[src/rtl/mem_access_ctrl_if.sv]
// mem_access_ctrl_if: load/store request and response handshake between the MEM stage and the RAM controller.
interface mem_access_ctrl_if;
  logic        req_valid;
  logic        req_ready;
  logic        req_write;
  logic [1:0]  req_size;
  logic        req_signed;
  logic [31:0] req_addr;
  logic [31:0] req_wdata;
  logic        resp_valid;
  logic [31:0] resp_rdata;
  logic        resp_err;
  modport master (
    output req_valid, req_write, req_size, req_signed, req_addr, req_wdata,
    input  req_ready, resp_valid, resp_rdata, resp_err
  );
  modport slave (
    input  req_valid, req_write, req_size, req_signed, req_addr, req_wdata,
    output req_ready, resp_valid, resp_rdata, resp_err
  );
endinterface

[src/rtl/mem_access_ctrl.sv]
// mem_access_ctrl: single-request data RAM initiator with sub-word extraction, read-modify-write stores and access checks.
module mem_access_ctrl #(
  parameter logic [31:0] MEM_LIMIT = 32'd134217727
) (
  input  logic               clk,
  input  logic               rst_n,
  mem_access_ctrl_if.slave   bus,
  output logic               ram_read,
  output logic               ram_write,
  output logic               ram_word,
  output logic               ram_sign,
  output logic [31:0]        ram_address,
  output logic [31:0]        ram_wdata,
  input  logic [31:0]        ram_rdata
);
  typedef enum logic [2:0] {IDLE, RD, CAP, MRG, WR, RESP} state_t;
  state_t      state_q, state_d;
  logic        write_q, write_d, signed_q, signed_d, err_q, err_d;
  logic [1:0]  size_q, size_d;
  logic [31:0] addr_q, addr_d, wdata_q, wdata_d, word_q, word_d, rdata_q, rdata_d;
  logic [31:0] aligned, shifted, loaded, mask, merged;
  logic [4:0]  sh;
  logic        req_err;
  // Range check is done on the last byte of the aligned word, in 33 bits so it cannot wrap.
  always_comb begin
    aligned = {bus.req_addr[31:2], 2'b00};
    req_err = (bus.req_size == 2'b11)
            | ((bus.req_size == 2'b01) & bus.req_addr[0])
            | ((bus.req_size == 2'b10) & (|bus.req_addr[1:0]))
            | (({1'b0, aligned} + 33'd3) > {1'b0, MEM_LIMIT});
    sh      = {addr_q[1:0], 3'b000};
    shifted = ram_rdata >> sh;
    loaded  = (size_q == 2'b00) ? {{24{signed_q & shifted[7]}}, shifted[7:0]} :
              (size_q == 2'b01) ? {{16{signed_q & shifted[15]}}, shifted[15:0]} : ram_rdata;
    mask    = ((size_q == 2'b00) ? 32'h0000_00FF : 32'h0000_FFFF) << sh;
    merged  = (ram_rdata & ~mask) | ((wdata_q << sh) & mask);
  end
  // Sub-word stores capture and merge the read word in MRG, skipping CAP.
  always_comb begin
    state_d  = state_q;
    write_d  = write_q;
    signed_d = signed_q;
    size_d   = size_q;
    addr_d   = addr_q;
    wdata_d  = wdata_q;
    word_d   = word_q;
    rdata_d  = rdata_q;
    err_d    = err_q;
    case (state_q)
      IDLE: if (bus.req_valid) begin
        write_d  = bus.req_write;
        signed_d = bus.req_signed;
        size_d   = bus.req_size;
        addr_d   = bus.req_addr;
        wdata_d  = bus.req_wdata;
        word_d   = bus.req_wdata;
        rdata_d  = req_err ? 32'd0 : rdata_q;
        err_d    = req_err ? 1'b1 : err_q;
        state_d  = req_err ? RESP : (bus.req_write && bus.req_size == 2'b10) ? WR : RD;
      end
      RD:  state_d = write_q ? MRG : CAP;
      CAP: begin
        rdata_d = loaded;
        err_d   = 1'b0;
        state_d = RESP;
      end
      MRG: begin
        word_d  = merged;
        state_d = WR;
      end
      WR: begin
        rdata_d = 32'd0;
        err_d   = 1'b0;
        state_d = RESP;
      end
      RESP:    state_d = IDLE;
      default: state_d = IDLE;
    endcase
  end
  always_ff @(posedge clk or negedge rst_n) begin
    if (!rst_n) begin
      state_q  <= IDLE;
      write_q  <= 1'b0;
      signed_q <= 1'b0;
      size_q   <= 2'b00;
      addr_q   <= 32'd0;
      wdata_q  <= 32'd0;
      word_q   <= 32'd0;
      rdata_q  <= 32'd0;
      err_q    <= 1'b0;
    end else begin
      state_q  <= state_d;
      write_q  <= write_d;
      signed_q <= signed_d;
      size_q   <= size_d;
      addr_q   <= addr_d;
      wdata_q  <= wdata_d;
      word_q   <= word_d;
      rdata_q  <= rdata_d;
      err_q    <= err_d;
    end
  end
  assign bus.req_ready  = (state_q == IDLE) & rst_n;
  assign bus.resp_valid = (state_q == RESP);
  assign bus.resp_rdata = rdata_q;
  assign bus.resp_err   = err_q;
  assign ram_read       = (state_q == RD);
  assign ram_write      = (state_q == WR);
  assign ram_word       = 1'b1;
  assign ram_sign       = 1'b0;
  assign ram_address    = {addr_q[31:2], 2'b00};
  assign ram_wdata      = word_q;
endmodule
[src/flat_wrapper.sv]
// flat-port wrapper written by rule: the top's interface ports become plain ports
module mem_access_ctrl_flat 
#(
  parameter logic [31:0] MEM_LIMIT = 32'd134217727
)
  (clk, rst_n, ram_read, ram_write, ram_word, ram_sign, ram_address, ram_wdata, ram_rdata, bus_req_valid, bus_req_write, bus_req_size, bus_req_signed, bus_req_addr, bus_req_wdata, bus_req_ready, bus_resp_valid, bus_resp_rdata, bus_resp_err);
  mem_access_ctrl_if bus_i ();
  input  logic clk;
  input  logic rst_n;
  output logic ram_read;
  output logic ram_write;
  output logic ram_word;
  output logic ram_sign;
  output logic [31:0] ram_address;
  output logic [31:0] ram_wdata;
  input  logic [31:0] ram_rdata;
  input wire logic [$bits(bus_i.req_valid)-1:0] bus_req_valid;
  input wire logic [$bits(bus_i.req_write)-1:0] bus_req_write;
  input wire logic [$bits(bus_i.req_size)-1:0] bus_req_size;
  input wire logic [$bits(bus_i.req_signed)-1:0] bus_req_signed;
  input wire logic [$bits(bus_i.req_addr)-1:0] bus_req_addr;
  input wire logic [$bits(bus_i.req_wdata)-1:0] bus_req_wdata;
  output wire logic [$bits(bus_i.req_ready)-1:0] bus_req_ready;
  output wire logic [$bits(bus_i.resp_valid)-1:0] bus_resp_valid;
  output wire logic [$bits(bus_i.resp_rdata)-1:0] bus_resp_rdata;
  output wire logic [$bits(bus_i.resp_err)-1:0] bus_resp_err;
  assign bus_i.req_valid = bus_req_valid;
  assign bus_i.req_write = bus_req_write;
  assign bus_i.req_size = bus_req_size;
  assign bus_i.req_signed = bus_req_signed;
  assign bus_i.req_addr = bus_req_addr;
  assign bus_i.req_wdata = bus_req_wdata;
  assign bus_req_ready = bus_i.req_ready;
  assign bus_resp_valid = bus_i.resp_valid;
  assign bus_resp_rdata = bus_i.resp_rdata;
  assign bus_resp_err = bus_i.resp_err;
  mem_access_ctrl #(.MEM_LIMIT(MEM_LIMIT)) u_core (.clk(clk), .rst_n(rst_n), .bus(bus_i), .ram_read(ram_read), .ram_write(ram_write), .ram_word(ram_word), .ram_sign(ram_sign), .ram_address(ram_address), .ram_wdata(ram_wdata), .ram_rdata(ram_rdata));
endmodule
[config.mk]
export PLATFORM = sky130hd
export DESIGN_NAME = mem_access_ctrl_flat
export DESIGN_NICKNAME = d
export VERILOG_FILES = /design/src/rtl/mem_access_ctrl_if.sv /design/src/rtl/mem_access_ctrl.sv /design/src/flat_wrapper.sv
export SDC_FILE = /design/constraint.sdc
export NUM_CORES = 1
export LEC_CHECK = 0
export ABC_AREA = 1
export CORE_ASPECT_RATIO = 0.6
export CORE_UTILIZATION = 35
export CTS_BUF_LIST = sky130_fd_sc_hd__clkbuf_8 sky130_fd_sc_hd__clkbuf_16
export DETAILED_ROUTE_END_ITERATION = 10
export PLACE_DENSITY = 0.66
export SLEW_MARGIN = 15
export SYNTH_ARGS = -nofsm -noshare
export SYNTH_HDL_FRONTEND = slang
export SYNTH_SLANG_ARGS = --single-unit
[constraint.sdc]
create_clock -name clk -period 1.75 [get_ports clk]
set_clock_uncertainty 0.05 [all_clocks]
set_input_delay 0.35 -clock clk [delete_from_list [all_inputs] [get_ports clk]]
set_output_delay 0.35 -clock clk [all_outputs]
set_load 0.02 [all_outputs]
### Yosys cells after proc, flatten, opt, wreduce, memory -nomap -nowiden

Cells that the tools add are included.

* input bits: 103
* register bits: 136
* output and inout port bits: 103

* reductions and logical operators: 12
* shift operators: 3
* mux-type cells: 16
* add/subtract/negate cells: 1
* eq/ne operators: 11
* $lt $le $gt $ge: 1
* bitwise operators: 12

Operator list (number)
* 32-bit 2-to-1 mux: 5
* 32-bit case mux with 3 select lines: 1
* 32-bit AND: 2
* 32-bit case mux with 2 select lines: 1
* 32-bit by 5-bit << shifter with 32-bit output: 2
* 32-bit by 2-bit adder with 33-bit output (second input constant): 1
* 33-bit by 27-bit > comparator with 1-bit output (second input constant): 1
* 32-bit inverter: 1
* 32-bit bitwise OR: 1
* 32-bit by 5-bit >> shifter with 16-bit output: 1
* 16-bit 2-to-1 mux: 1
* 3-bit case mux with 4 select lines: 1
* 3-bit 2-to-1 mux: 3
* 3-bit by 2-bit equality test with 1-bit output (second input constant): 2
* 3-bit equality test (second input constant): 2
* 3-bit AND reduction: 2
* 1-bit AND: 5
* 2-bit by 1-bit equality test with 1-bit output (second input constant): 2
* 2-bit equality test (second input constant): 2
* 2-bit AND reduction: 2
* 2-bit nonzero test: 2
* 2-bit OR reduction: 2
* 3-bit by 1-bit equality test with 1-bit output (second input constant): 1
* 3-bit zero test: 1
* other kinds (8): 12

### Longest topological paths before layout

Gate-level depths: netlist of run 1.

* word-level depth: 8
* mapped depth: 11

### Worst setup path before layout of run 1

Ideal clock, no wire load.

* path type: register -> register
* start: register u_core.size_q[1]
* end: register u_core.rdata_q[23] (netlist: u_core.bus.resp_rdata[23])
* clock period less this slack: 1.452 ns
* arrival time: 1.285 ns
* cell stages (with the launch flop): 9
* path slack: 0.298 ns
* setup time: 0.118 ns
* cells stage by stage: dfrtp_1 -> buf_4 -> inv_1 -> nand2_1 -> inv_1 -> nand2_2 -> buf_4 -> nand2_1 -> o21ai_2

* cells in the longest elaborated chain, start to end: 4

Ends and longest elaborated chain
* start: declaration: RTL line mem_access_ctrl.sv:19 `logic [1:0] size_q, size_d;`
* start signal: assignment: RTL line mem_access_ctrl.sv:95 `size_q <= size_d;`
* 2-bit by 1-bit equality test with 1-bit output: RTL line mem_access_ctrl.sv:34 `(size_q == 2'b01) ? {{16{signed_q & shifted[15]}}, shifted[15:0]} : ram_rdata;`
* 32-bit 2-to-1 mux: RTL line mem_access_ctrl.sv:34
* 32-bit 2-to-1 mux (*): RTL line mem_access_ctrl.sv:33 `loaded = (size_q == 2'b00) ? {{24{signed_q & shifted[7]}}, shifted[7:0]} :`
* 32-bit case mux with 3 select lines (*): RTL line mem_access_ctrl.sv:49 `case (state_q)`
* end signal: assignment: RTL line mem_access_ctrl.sv:99 `rdata_q <= rdata_d;`
* end: declaration: RTL line mem_access_ctrl.sv:20 `logic [31:0] addr_q, addr_d, wdata_q, wdata_d, word_q, word_d, rdata_q, rdata_d;`

Mark *: on every way between the ends. The rest lies on a longest branch, timed or not.
A chain may end at the register's enable or synchronous reset.

### Final worst setup path of run 1

* start: register u_core.state_q[0]
* end: output bus_req_ready

* cells in the longest elaborated chain, start to end: 2

Ends and longest elaborated chain
* start: declaration: RTL line mem_access_ctrl.sv:17 `state_t state_q, state_d;`
* start signal: assignment: RTL line mem_access_ctrl.sv:92 `state_q <= state_d;`
* 3-bit zero test: RTL line mem_access_ctrl.sv:103 `assign bus.req_ready = (state_q == IDLE) & rst_n;`
* 1-bit AND: RTL line mem_access_ctrl.sv:103
* end: declaration: RTL line flat_wrapper.sv:23 `output wire logic [$bits(bus_i.req_ready)-1:0] bus_req_ready;`

Every way passes these cells.

==> metrics.md, run 1 <==
| Metric | Value |
|---|---|
| Tightest Pin Transition | ~0.77 ns |
| Antenna violations before repair | 0 |
| Total instance count after detailed placement | ~1,400 |
| Maximum clock insertion buffer count | 2 |
| Arrival time reported for the critical path endpoint | 1.37 ns |
| Layout cells sized above 1 | between 10% and 20% |
| Worst path bufs/invs | 3 |
| CP peak stage delay | about 0.40 ns |
| Total congestion overflow | 0 |
| Die area | about 20,000 sq um |
| Reg2reg setup slack | approximately 0.070 ns |
| Number of max-slew violations in the final report | 0 |
| Rows | 39 |
| Finish-stage setup viols | 1 |
| Count of final hold-check violations | 12 |
| Top cell type's share of synthesized area | roughly 47% |
| Met2 Track Usage GR | a little under a third |
| Worst Setup Path Type | reg2out |
| Worst VDD drop | around 1.0 mV |
| Result of the run | complete, but fails checks |
| Period utilization | 101% |
| Cells along the critical path | inv_2, nand2_2, nor2_4, inv_2, nor2_2, buf_6 |
| Area taken by multi-input logic gates | around 2900 sq um |
| Cell types occupying the most area after synthesis | sky130_fd_sc_hd__dfrtp_1 47%, sky130_fd_sc_hd__nand2_1 24%, sky130_fd_sc_hd__o21ai_0 4.7% |
| Number of max-capacitance violations reported | 0 |
| # nets final | 1,243 |
| Total vias in the final route | roughly 6,800 |
| Clock root buffer | sky130_fd_sc_hd__clkbuf_16 |
| Total number of yosys warnings | 0 |
| Stages on worst setup path | 6 |
| Mapped Area | about 6800 sq um |
| Mean Syn Cell Area | around 7.4 sq um |
| Layout filler cell count | ~1,900 |
| CP Data Required Time | between 1 and 1.5 ns |
| Worst hold margin | -0.0516 ns |
| TritonCTS clock tree | built |
| Total routing resource utilization after global routing | 23.8% |
| Number of clock sinks seen by CTS | ~130 |
| Worst relative slew slack | between 40 and 50% |
| Synth-to-layout area growth | 44.2% |
| Worst slack at placement | -0.134 ns |
| Post-detail-place hpwl | between 15,000 and 20,000 microns |
| Path class of the lowest-slack min-delay path | in2async |
| Overall routed net length | roughly 23,000 microns |
| Leak Pwr | around 5.3 nW |
| Top-level port count | approximately 200 |
| CP Capture Type | primary output |
| Number of global-route vias before repair | between 6,000 and 7,000 |
| TNS Setup | -0.0179 ns |
| Crit path max fanout | 3 |
| Effective utilization at floorplan | around 36% |
| Total power density per cell area | 1860 nW/um^2 |
| Library cell occupying the most area in the post-synthesis netlist | sky130_fd_sc_hd__dfrtp_1 |
| Clock network latency to the later pin of the worst-skew pair | between 0.4 and 0.5 ns |
| Total CTS buffers | 17 |
| Final critical path time including I/O delays and setup | 1.77 ns |
| Iteration count of the initial detailed-routing pass | 6 |
| Highest Clock Rate | roughly 570 MHz |
| Critical path launch point type | flop |
| Met3 track demand over resource | 7.35% |
| Post-route DRC violation count | 0 |
| Number of input and output port buffers inserted | 201 |
| Family of cells with the greatest summed delay on the critical path | flip-flops |
| Portion of the post-synthesis area used by sequential elements | around 47% |
| Antenna cells | 0 |
| Die Y | around 110 microns |
| Total area of sequential cells | approximately 3200 sq um |
| Floorplan Core Area | approximately 19,000 sq um |
| Syn Inst Count | about 920 |
| Post-CTS Hold Buffers | 0 |
| Worst Reg2Reg Path Length in Cells | 8 |
| Non-Filler Instances | roughly 1,400 |
| Setup repair after global routing missed its margin | yes |
| Most numerous cell on the critical path | sky130_fd_sc_hd__inv_2 |
| Final WS setup | -0.0179 ns |
| Number of register bits inferred by synthesis | 128 |
| Post-CTS clock slew at the launch and capture registers of the worst setup and hold paths | ~0.060 ns |
| Critical Path Slowest Stage Cell | sky130_fd_sc_hd__dfrtp_1 |
| Average routed wire per standard cell | ~16 microns |
| Busiest layer in global routing | met1 |
| Unique masters post-synth | 30 |
| Failing checks | hold timing, setup timing |
| Met1 Resource Use GR | around 37% |
| Chip width | between 150 and 200 microns |
| Pin count of the biggest net entering global routing | approximately 130 |
| Level count of the clock H-tree | 4 |
| Final antenna-violating net count | 0 |
| Global-route wire length before repair | roughly 36,000 microns |
| Vias per cell | ~4.8 |
| Final weighted congestion of routability-driven global placement | between 0.9 and 1 |
| Number of design-rule violations left by the first detailed-router iteration | 653 |
-- state kept, by name, indices dropped and copies added, names as in the netlist --
register,flops
u_core.signed_q,1
u_core.bus.resp_rdata,32
u_core.addr_q,32
u_core.state_q,3
u_core.size_q,2
u_core.bus.resp_err,1
u_core.ram_wdata,32
u_core.wdata_q,24
u_core.write_q,1
-- kinds of logic after synthesis --
group	synth area share, %
and+or+nand+nor	31.1
buffers and inverters	10.9
DFF	47.2
AOI/OAI and AO/OA	10.7
other	0.111
-- Yosys cell counts --
cell type and instances:
sky130_fd_sc_hd__nor3_4 1, sky130_fd_sc_hd__buf_1 1, sky130_fd_sc_hd__buf_2 28, sky130_fd_sc_hd__o21ai_2 11, sky130_fd_sc_hd__or2_2 7, sky130_fd_sc_hd__nand3_1 33
sky130_fd_sc_hd__o22ai_1 3, sky130_fd_sc_hd__nor3_1 1, sky130_fd_sc_hd__clkbuf_1 6, sky130_fd_sc_hd__o21ai_0 64, sky130_fd_sc_hd__inv_1 58, sky130_fd_sc_hd__conb_1 2
sky130_fd_sc_hd__nand2_2 5, sky130_fd_sc_hd__nor2_8 1, sky130_fd_sc_hd__buf_6 2, sky130_fd_sc_hd__nor2_1 23, sky130_fd_sc_hd__a22oi_1 2, sky130_fd_sc_hd__dfrtp_1 128
sky130_fd_sc_hd__clkbuf_2 1, sky130_fd_sc_hd__and2_1 1, sky130_fd_sc_hd__inv_2 8, sky130_fd_sc_hd__a21oi_2 2, sky130_fd_sc_hd__a21oi_1 19, sky130_fd_sc_hd__o211ai_1 21
sky130_fd_sc_hd__buf_4 40, sky130_fd_sc_hd__nand2_1 436, sky130_fd_sc_hd__nand3b_1 5, sky130_fd_sc_hd__o21ai_1 1, sky130_fd_sc_hd__nand4_1 8, sky130_fd_sc_hd__nor2_4 1
-- layer usage --
layer | part of all wire, % | vias to the layer above | wire [microns]
li1 | - | 3289 | -
met1 | 51 | 3147 | 11700
met2 | 38 | 308 | 8780
met3 | 10 | 11 | 2400
met4 | 0.63 | 0 | 144
met5 | 0 | - | 0
-- cell type report --
type                    count  share of cell area (%)
clock inverters            11                    1.19
repair buffers            278                    26.6
multi-input cells         649                    29.2
flip-flops and latches    128                    32.8
well taps                 246                    3.15
clock buffers              19                    4.63
inverters                  66                    2.53
-- layout by cell type, fill, tap and decap left out, drive strengths merged --
cell and n:
nand2 441, dfrtp 128, clkdlybuf4s50 101, dlygate4sd2 95, buf 82, o21ai 76
inv 66, nand3 33, nor2 25, o211ai 21, a21oi 21, clkbuf 19
nand4 8, or2 7, clkinv 6, nand3b 5, conb 4, o22ai 3
clkinvlp 3, a22oi 2, bufinv 2, nor3 2, and2 1
-- through the flow --
step                util (%)  cell area (sq um)  total power (W)
finish                  51.4               9790           0.0182
global route            51.4               9790           0.0195
CTS                     51.3               9760           0.0181
detailed placement      49.0               9320           0.0153
global placement        49.0               9320           0.0151
floorplan                  -               6800           0.0111
-- repair_timing --
action,in CTS,in global routing
setup buffers,0,2
setup endpoints to repair,99,19
resized for setup,114,10
hold endpoints to repair,0,0
pin swaps,1,1
-- power breakdown --
part,switching [W],internal [W]
clock,0.00137,0.00214
sequential,0.000778,0.00431
combinational,0.00599,0.00360
-- worst paths after layout --
kind,endpoint,from
worst min register to register,u_core.addr_q[25]$_DFFE_PN0P_,u_core.addr_q[25]$_DFFE_PN0P_
worst max register to register,u_core.bus.resp_rdata[0]$_DFFE_PN0P_,u_core.addr_q[0]$_DFFE_PN0P_
max in group asynchronous,u_core.state_q[1]$_DFFE_PN0P_,rst_n
worst max-delay path,bus_req_ready,u_core.state_q[0]$_DFFE_PN0P_
min in group clk,u_core.addr_q[2]$_DFFE_PN0P_,bus_req_addr[2]
worst min-delay path,u_core.ram_wdata[25]$_DFFE_PN0P_,rst_n
No activity file was read; power rests on OpenSTA's default activity.
==> run 2: changes to the inputs <==
--- a/config.mk
+++ b/config.mk
@@ -6,11 +6,13 @@
 export NUM_CORES = 1
 export LEC_CHECK = 0
 export ABC_AREA = 1
+export CELL_PAD_IN_SITES_DETAIL_PLACEMENT = 1
+export CELL_PAD_IN_SITES_GLOBAL_PLACEMENT = 1
 export CORE_ASPECT_RATIO = 0.6
-export CORE_UTILIZATION = 35
+export CORE_UTILIZATION = 33
 export CTS_BUF_LIST = sky130_fd_sc_hd__clkbuf_8 sky130_fd_sc_hd__clkbuf_16
 export DETAILED_ROUTE_END_ITERATION = 10
-export PLACE_DENSITY = 0.66
+export PLACE_DENSITY = 0.83
 export SLEW_MARGIN = 15
 export SYNTH_ARGS = -nofsm -noshare
 export SYNTH_HDL_FRONTEND = slang
==> run 2 against run 1 <==
The run still ends with hold timing, setup timing left. Final cell count is 3.8% higher. Total power is 8.8% higher. Critical path depth stayed put. Hold slack hardly changed. Largest cell class unchanged. Routed wire length is 20% higher. Setup slack worse by 0.024 ns. Critical path type unchanged. Non-clock buffer count is 24 higher. Utilization is 0.63 points lower. Highest routed layer is now met5.
==> metrics.md, run 2 (synthesis gave the netlist of run 1 again) <==
| Metric | Value |
|---|---|
| Number of max-slew violations in the final report | 0 |
| CP peak stage delay | 0.41 ns |
| Synth-to-layout area growth | 50.2% |
| Worst path bufs/invs | 3 |
| Global-route wire length before repair | just over 40,000 microns |
| Number of max-capacitance violations reported | 0 |
| Rows | 40 |
| Total cell area at the placement stage | between 9000 and 10,000 sq um |
| Overall routed net length | around 28,000 microns |
| TritonCTS clock tree | built |
| Tightest Pin Transition | ~0.79 ns |
| Setup repair after global routing missed its margin | yes |
| CP Data Required Time | ~1.4 ns |
| Period utilization | 102% |
| Average routed wire per standard cell | about 19 microns |
| Die Y | between 100 and 150 microns |
| Pin count of the biggest net entering global routing | 129 |
| Number of global-route vias before repair | between 7,000 and 8,000 |
| Layout cells sized above 1 | roughly 17% |
| Count of final hold-check violations | 7 |
| Worst Reg2Reg Path Length in Cells | 11 |
| Vias per cell | approximately 5 |
| Total power density per cell area | between 1500 and 2000 nW/um^2 |
| Reg2Reg Capture Point | u_core.bus.resp_rdata[24]$_DFFE_PN0P_ |
| Worst Setup Path Type | reg2out |
| Reg2reg setup slack | approximately 0.03 ns |
| Final WS setup | -0.0423 ns |
| Failing checks | hold timing, setup timing |
| Most numerous cell on the critical path | sky130_fd_sc_hd__nor2_4 |
| Die area | about 21,000 sq um |
| Most common library cell in the layout ignoring fill and taps | sky130_fd_sc_hd__nand2_1 |
| Effective utilization at floorplan | between 30% and 40% |
| Startpoint of the worst setup timing path | u_core.state_q[0]$_DFFE_PN0P_ |
| Result of the run | complete, but fails checks |
| Family of cells with the greatest summed delay on the critical path | flip-flops |
| Chip width | 187 microns |
| Total congestion overflow | 0 |
| Antenna violations before repair | 1 |
| Path class of the lowest-slack min-delay path | in2async |
| Clock network latency to the later pin of the worst-skew pair | around 0.42 ns |
| Arrival time reported for the critical path endpoint | approximately 1.4 ns |
| Cell area after layout | between 10,000 and 15,000 sq um |
| Worst slack at placement | -0.207 ns |
| Total CTS buffers | 17 |
| Layout filler cell count | around 2,500 |
| Highest Clock Rate | about 560 MHz |
| Post-CTS Hold Buffers | 0 |
| Antenna cells | 0 |
| Leading cell types in the layout, fill and taps excluded | 424 x sky130_fd_sc_hd__nand2_1, 125 x sky130_fd_sc_hd__dfrtp_1, 101 x sky130_fd_sc_hd__clkdlybuf4s50_1 |
| Crit path max fanout | 3 |
| Floorplan Core Area | 20,100 sq um |
| Worst VDD drop | 0.971 mV |
| Critical path launch point type | flop |
| Finish-stage setup viols | 1 |
| Non-Filler Instances | roughly 1,500 |
| TNS Setup | -0.0423 ns |
| Total routing resource utilization after global routing | approximately a quarter |
| Timing endpoint of the critical path | bus_req_ready |
| Final critical path time including I/O delays and setup | approximately 1.8 ns |
| Iteration count of the initial detailed-routing pass | 5 |
| Final antenna-violating net count | 0 |
| Stages on worst setup path | 6 |
| Critical Path Slowest Stage Cell | sky130_fd_sc_hd__dfrtp_1 |
| Worst relative slew slack | between 40 and 50% |
| Total vias in the final route | roughly 7,200 |
| Post-CTS clock slew at the launch and capture registers of the worst setup and hold paths | ~0.060 ns |
| Maximum clock insertion buffer count | 2 |
| Level count of the clock H-tree | 4 |
| Cells along the critical path | inv_2, nand2_4, nor2_4, inv_4, nor2_4, buf_6 |
| Top-level port count | roughly 210 |
| Leak Pwr | between 5 and 6 nW |
| Post-route DRC violation count | 0 |
| Final weighted congestion of routability-driven global placement | 0.983 |
| Clock root buffer | sky130_fd_sc_hd__clkbuf_16 |
| Number of clock sinks seen by CTS | 128 |
| Reg-to-reg critical path startpoint | u_core.state_q[0]$_DFFE_PN0P_ |
| Worst hold margin | -0.0515 ns |
| CP Capture Type | primary output |
| Total instance count after detailed placement | between 1,000 and 1,500 |
| Number of input and output port buffers inserted | 201 |
| # nets final | ~1,300 |
| Number of design-rule violations left by the first detailed-router iteration | approximately 530 |
| Post-detail-place hpwl | 20,100 microns |
[run 2: cell types whose count changed in the layout (fill, tap and decap cells not counted), moves of 4 or more]
cell	before	now
sky130_fd_sc_hd__buf_4	68	82
sky130_fd_sc_hd__inv_6	0	5
sky130_fd_sc_hd__clkbuf_16	17	22
sky130_fd_sc_hd__nand2_1	436	424
sky130_fd_sc_hd__nand2_2	5	15
sky130_fd_sc_hd__buf_6	2	8
sky130_fd_sc_hd__clkinv_2	5	1
[run 2: how the worst min path moves through the flow]
stage	startpoint	to	slack, ns	cells past startpoint
global placement	u_core.addr_q[24]$_DFFE_PN0P_	u_core.addr_q[24]$_DFFE_PN0P_	0.40	2
CTS	rst_n	u_core.bus.resp_rdata[24]$_DFFE_PN0P_	0.07	2
detailed placement	u_core.addr_q[19]$_DFFE_PN0P_	u_core.addr_q[19]$_DFFE_PN0P_	0.41	2
floorplan	rst_n	u_core.addr_q[0]$_DFFE_PN0P_	0.004	0
finish	rst_n	u_core.bus.resp_rdata[21]$_DFFE_PN0P_	-0.05	2
global route	rst_n	u_core.ram_wdata[24]$_DFFE_PN0P_	0.08	2
[run 2: routing by layer]
| layer | wire [microns] | GRT usage (%) | up-vias |
|---|---|---|---|
| met5 | 13 | 0 | - |
| li1 | - | - | 3351 |
| met4 | 258 | 5.68 | 2 |
| met2 | 11500 | 36.5 | 305 |
| met1 | 13700 | 38.5 | 3537 |
| met3 | 2090 | 6.14 | 28 |
[run 2: what timing repair did]
action                                  4_1_cts  5_1_grt
resized for setup                           119       38
pin swaps                                     0        7
setup buffers                                 4        8
endpoints found under the setup margin      119       51
gates cloned                                  0        7
[run 2: cell type report]
class | count | area [sq um] | share of cell area (%)
Timing Repair Buffer | 302 | 2860 | 28.1
Sequential cell | 128 | 3210 | 31.5
Multi-Input combinational cell | 649 | 2920 | 28.6
Clock buffer | 18 | 439 | 4.31
Clock inverter | 14 | 156 | 1.53
Inverter | 66 | 269 | 2.64
Tap cell | 273 | 342 | 3.35
[run 2: per-stage QoR]
step,utilization (%),total power (W)
floorplan,-,0.0111
global placement,46.7,0.0153
detailed placement,46.7,0.0156
CTS,49.2,0.0187
global route,50.8,0.0210
finish,50.8,0.0198
[run 2: power by group]
part           internal, W  switching, W  leakage [nW]
clock              0.00215       0.00148         0.280
combinational      0.00422       0.00673          3.55
sequential         0.00431      0.000898          1.63
